===== src/rtl/player_sprite_blitter.sv =====
// Sprite blitter: scans one animation frame out of a sprite ROM and writes the
// opaque, on-screen pixels into a frame buffer at a latched screen position.
module player_sprite_blitter #(
  parameter int         SPRITE_W    = 40,
  parameter int         SPRITE_H    = 64,
  parameter int         NUM_FRAMES  = 5,
  parameter int         SCREEN_W    = 640,
  parameter int         SCREEN_H    = 480,
  parameter logic [4:0] TRANSPARENT = 5'h00
) (
  input  logic        Clk,
  input  logic        Reset,
  input  logic        start,
  input  logic [9:0]  player_x,
  input  logic [9:0]  player_y,
  input  logic [2:0]  anim_frame,
  input  logic        flip,
  output logic [20:0] rom_addr,
  input  logic [4:0]  rom_data,
  output logic        fb_we,
  output logic [18:0] fb_addr,
  output logic [4:0]  fb_data,
  output logic        busy,
  output logic        done
);

  localparam int CW        = $clog2(SPRITE_W + 1);
  localparam int RW        = $clog2(SPRITE_H + 1);
  localparam int FRAME_PIX = SPRITE_W * SPRITE_H;

  typedef enum logic [1:0] {IDLE, DRAW, FLUSH, DONE} state_t;

  state_t        state, state_next;
  logic [9:0]    x_lat, y_lat;
  logic [2:0]    frame_lat, frame_clamped;
  logic          flip_lat;
  logic [CW-1:0] col, col_next;
  logic [RW-1:0] row, row_next;
  logic          last_pix;
  logic [10:0]   sx, sy;
  logic          pipe_valid, pipe_inside;
  logic [18:0]   pipe_addr;
  logic [4:0]    data_hold;

  function automatic logic [20:0] pixel_addr(input logic [2:0] frame, input logic [RW-1:0] r,
                                             input logic [CW-1:0] c, input logic mirror);
    logic [20:0] src;
    src = mirror ? (21'(SPRITE_W - 1) - 21'(c)) : 21'(c);
    return 21'(frame) * 21'(FRAME_PIX) + 21'(r) * 21'(SPRITE_W) + src;
  endfunction

  assign frame_clamped = (int'(anim_frame) >= NUM_FRAMES) ? 3'(NUM_FRAMES - 1) : anim_frame;
  assign last_pix      = (row == RW'(SPRITE_H - 1)) && (col == CW'(SPRITE_W - 1));
  // 11-bit sums keep off-screen pixels from aliasing back onto the screen
  assign sx            = {1'b0, x_lat} + 11'(col);
  assign sy            = {1'b0, y_lat} + 11'(row);

  assign fb_we   = pipe_valid && pipe_inside && (rom_data != TRANSPARENT);
  assign fb_addr = pipe_addr;
  assign fb_data = fb_we ? rom_data : data_hold;

  always_ff @(posedge Clk) begin
    if (Reset) state <= IDLE;
    else       state <= state_next;
  end

  always_comb begin
    state_next = state;
    case (state)
      IDLE:    if (start) state_next = DRAW;
      DRAW:    if (last_pix) state_next = FLUSH;
      FLUSH:   state_next = DONE;
      DONE:    state_next = IDLE;
      default: state_next = IDLE;
    endcase
  end

  always_comb begin
    col_next = col + CW'(1);
    row_next = row;
    if (col == CW'(SPRITE_W - 1)) begin
      col_next = '0;
      row_next = row + RW'(1);
    end
  end

  always_ff @(posedge Clk) begin
    if (Reset) begin
      x_lat       <= '0;
      y_lat       <= '0;
      frame_lat   <= '0;
      flip_lat    <= 1'b0;
      row         <= '0;
      col         <= '0;
      rom_addr    <= '0;
      pipe_valid  <= 1'b0;
      pipe_inside <= 1'b0;
      pipe_addr   <= '0;
      data_hold   <= '0;
      busy        <= 1'b0;
      done        <= 1'b0;
    end else begin
      // screen-side stage lines up with rom_data, which lags rom_addr by a cycle
      pipe_valid  <= (state == DRAW);
      pipe_inside <= (sx < 11'(SCREEN_W)) && (sy < 11'(SCREEN_H));
      if (state == DRAW) pipe_addr <= 19'(21'(sy) * 21'(SCREEN_W) + 21'(sx));
      if (fb_we) data_hold <= rom_data;
      busy <= (state_next != IDLE);
      done <= (state_next == DONE);
      case (state)
        IDLE: if (start) begin
          x_lat     <= player_x;
          y_lat     <= player_y;
          frame_lat <= frame_clamped;
          flip_lat  <= flip;
          row       <= '0;
          col       <= '0;
          rom_addr  <= pixel_addr(frame_clamped, '0, '0, flip);
        end
        DRAW: if (!last_pix) begin
          row      <= row_next;
          col      <= col_next;
          rom_addr <= pixel_addr(frame_lat, row_next, col_next, flip_lat);
        end
        default: ;
      endcase
    end
  end

endmodule


===== config.mk =====
export PLATFORM = sky130hd
export DESIGN_NAME = player_sprite_blitter
export DESIGN_NICKNAME = d
export VERILOG_FILES = /design/src/rtl/player_sprite_blitter.sv
export SDC_FILE = /design/constraint.sdc
export NUM_CORES = 1
export LEC_CHECK = 0
export ABC_AREA = 1
export BUFFER_PORTS_ARGS = -buffer_cell sky130_fd_sc_hd__buf_4
export CAP_MARGIN = 25
export CORE_UTILIZATION = 40
export CTS_CLUSTER_SIZE = 30
export DETAILED_ROUTE_END_ITERATION = 10
export PLACE_DENSITY_LB_ADDON = 0.1
export SYNTH_ARGS = -nofsm -noshare
export SYNTH_HDL_FRONTEND = slang
export SYNTH_SLANG_ARGS = --single-unit

===== constraint.sdc =====
create_clock -name Clk -period 5.02 [get_ports Clk]
set_input_delay 0.502 -clock Clk [delete_from_list [all_inputs] [get_ports Clk]]
set_output_delay 0.502 -clock Clk [all_outputs]
set_load 0.05 [all_outputs]

==> impl_results.md <==
- Multi-input gate area: 4000 um^2
- Syn Std Cell Area: 6340 um^2
- FFs w/ async S/R, synth: 0
- Top Ports: 80
- Sequential-to-total area share from yosys stat: 0.278
- Bufs on Longest Clock Path: 2
- # port buffers: 79
- Slowest cell on the critical path: fa_1
- Dpl cell area: 7110 um^2
- # fillers: 1647
- Synth top area cells: dfxtp_1 28%, ha_1 14%, nand2_1 9.1%
- Number of antenna cells inserted: 0
- Most common cell after layout, fill and taps aside: nand2_1
- Slew Viols, Final: 0
- Tmin final: 4.68 ns
- Synth top area share: 0.278
- Worst setup SP type: register
- Final net count: 1080
- Slew headroom: 0.377
- Crit path buf inv count: 5
- Worst slack, placed: 0.0714 ns
- FF+latch area: 1760 um^2
- Final WL: 15700 um
- Vias after detailed routing: 5718
- Fmax achieved: 0.214 GHz
- Power Density: 259 nW/um^2
- Fin crit share: 0.931
- Vias in the first global route: 5314
- P_leak: 3.83 nW
- Largest delay contributor family on the critical path: adder cells
- Critical path peak fanout: 8
- Chip width: 128 um
- Net Count, Synth: 1010
- Setup TNS: 0 ns
- Crit path DAT: 4.91 ns
- Starting Density: 0.414
- Avg Cell Area, Syn: 7.06 um^2
- FF+latch count, synth: 88
- Clock skew: 0.00779 ns
- Power Total: 1.93 mW
- Hold buffers post-CTS: 0
- Via density: 4.83
- Initial antenna violation count: 0
- Warnings from Yosys: 0
- Root Driver: clkbuf_16
- Clk Latency, worst-skew pair: 0.35 ns
- Largest net degree at the start of global routing: 43
- DRC viols: 0
- First-pass GRT wire length: 26400 um
- Most frequent cells in the layout: 154 x nand2_1, 126 x inv_1, 106 x nor2_1, 86 x dfxtp_1, 84 x buf_4
- Area Growth Syn to Fin: 17.6%
- Inserted Clock Buffers: 9
- R2R setup slack: 0.34 ns
- Post-synth EDFFs: 0
- Most used cell, CP: inv_1
- Hold Fails Final Rpt: 0
- Finished layout cell area: 7460 um^2
- # rows: 45
- Die Ht: 128 um
- Yosys cell types: 45
- Status: completed
- GPL Wtd Cong: 0.870
- Mapped Cells: 898
- Final ANT Viol Nets: 0
- CTS tree: done
- Max Cap Viol: 0
- Htree depth: 3
- DRT iter0 DRCs: 315
- Final setup viols: 0
- Fin cells: 1184
- Setup WS post-layout: 0.345 ns
- CP peak stage delay: 0.43 ns
- Synth Flop Type: dfxtp_1
- VDD IR max: 0.000151 V
- Total gr overflow: 0
- CP required: 5.26 ns
- Synth area leader: dfxtp_1
- Hold Path Class: in2reg
- Routed len/inst: 13.3 um
- Clock slew at reported path FFs: 0.07 ns
- Clk sinks: 88
- DR pass1 iterations: 5
- Slew at the pin closest to its max-slew limit: 0.934 ns
- Total GRT Usage: 0.205
- Crit end category: register
- Dpl hpwl: 11800 um
- Die ar.: 16400 um^2
- Hold WS: 0.399 ns
- Placed cell count: 1167
- Fin util: 0.487
- CP Class: reg2reg
- Fraction of layout cells with a size suffix above 1: 0.148
- Core ar.: 15300 um^2
## tightest hold or removal path: cells and delay by family
family / cells / cell delay [ns]
buffers and inverters: 1 / 0.07
AND/OR/NAND/NOR: 1 / 0.07
AO/OA/AOI/OAI: 1 / 0.07
## metal layers
layer | routed length (um) | GRT usage
met1 | 8540 | 0.308
met3 | 503 | 0.0317
met5 | 0 | 0
met2 | 6520 | 0.303
met4 | 138 | 0.0519
## power by group
group / internal, mW / switching (mW) / total (mW)
logic: 0.159 / 0.321 / 0.481
registers: 0.746 / 0.0293 / 0.775
clock network: 0.386 / 0.290 / 0.676
total: 1.29 / 0.641 / 1.93
## cell type report
cell class | count | share of cell area
clock buffers | 11 | 0.0312
inverters | 134 | 0.0681
well taps | 211 | 0.0354
repair buffers | 84 | 0.0846
multi-input cells | 651 | 0.536
clock inverters | 5 | 0.00772
flip-flops and latches | 88 | 0.237
## final timing paths
| kind | startpoint | to | cells after the start |
|---|---|---|---|
| setup / recovery | col[0]$_SDFFE_PP0P_ | rom_addr[19]$_SDFFE_PP0P_ | 27 |
| hold / removal | player_x[2] | x_lat[2]$_SDFFE_PP0P_ | 3 |
| setup reg to reg | col[0]$_SDFFE_PP0P_ | rom_addr[19]$_SDFFE_PP0P_ | 27 |
| hold reg to reg | data_hold[4]$_SDFF_PP0_ | data_hold[4]$_SDFF_PP0_ | 2 |
## synthesized netlist by cell type, types with 7 or more instances
library cell and number:
nand2_1 154, inv_1 126, nor2_1 107, dfxtp_1 88
a21oi_1 71, ha_1 70, o21ai_0 66, nand3_1 50
xor2_1 21, clkbuf_1 18, o21ai_1 17, xnor2_1 16
nand4_1 11, fa_1 10, or2_2 7
## repair_timing
item / 4_1_cts / 5_1_grt
setup endpoints to repair: 0 / 10
buffers inserted: 0 / 1
resized for setup: 0 / 11
## logic make-up after synthesis
kind of cell,count (synthesis),share of synthesized area
DFF,88,0.278
buffers and inverters,159,0.0999
adders and majority gates,80,0.170
AOI/OAI and AO/OA,178,0.150
xor gates and xnor gates,38,0.0537
and+or+nand+nor,355,0.249
## registers in the layout (all words and copies together), names as in the netlist
signal       cells
rom_addr        21
fb_addr         19
x_lat           10
y_lat           10
row              7
col              6
data_hold        5
frame_lat        3
state            2
busy             1
done             1
flip_lat         1
pipe_inside      1
pipe_valid       1
(Power assumes the default switching activity.)
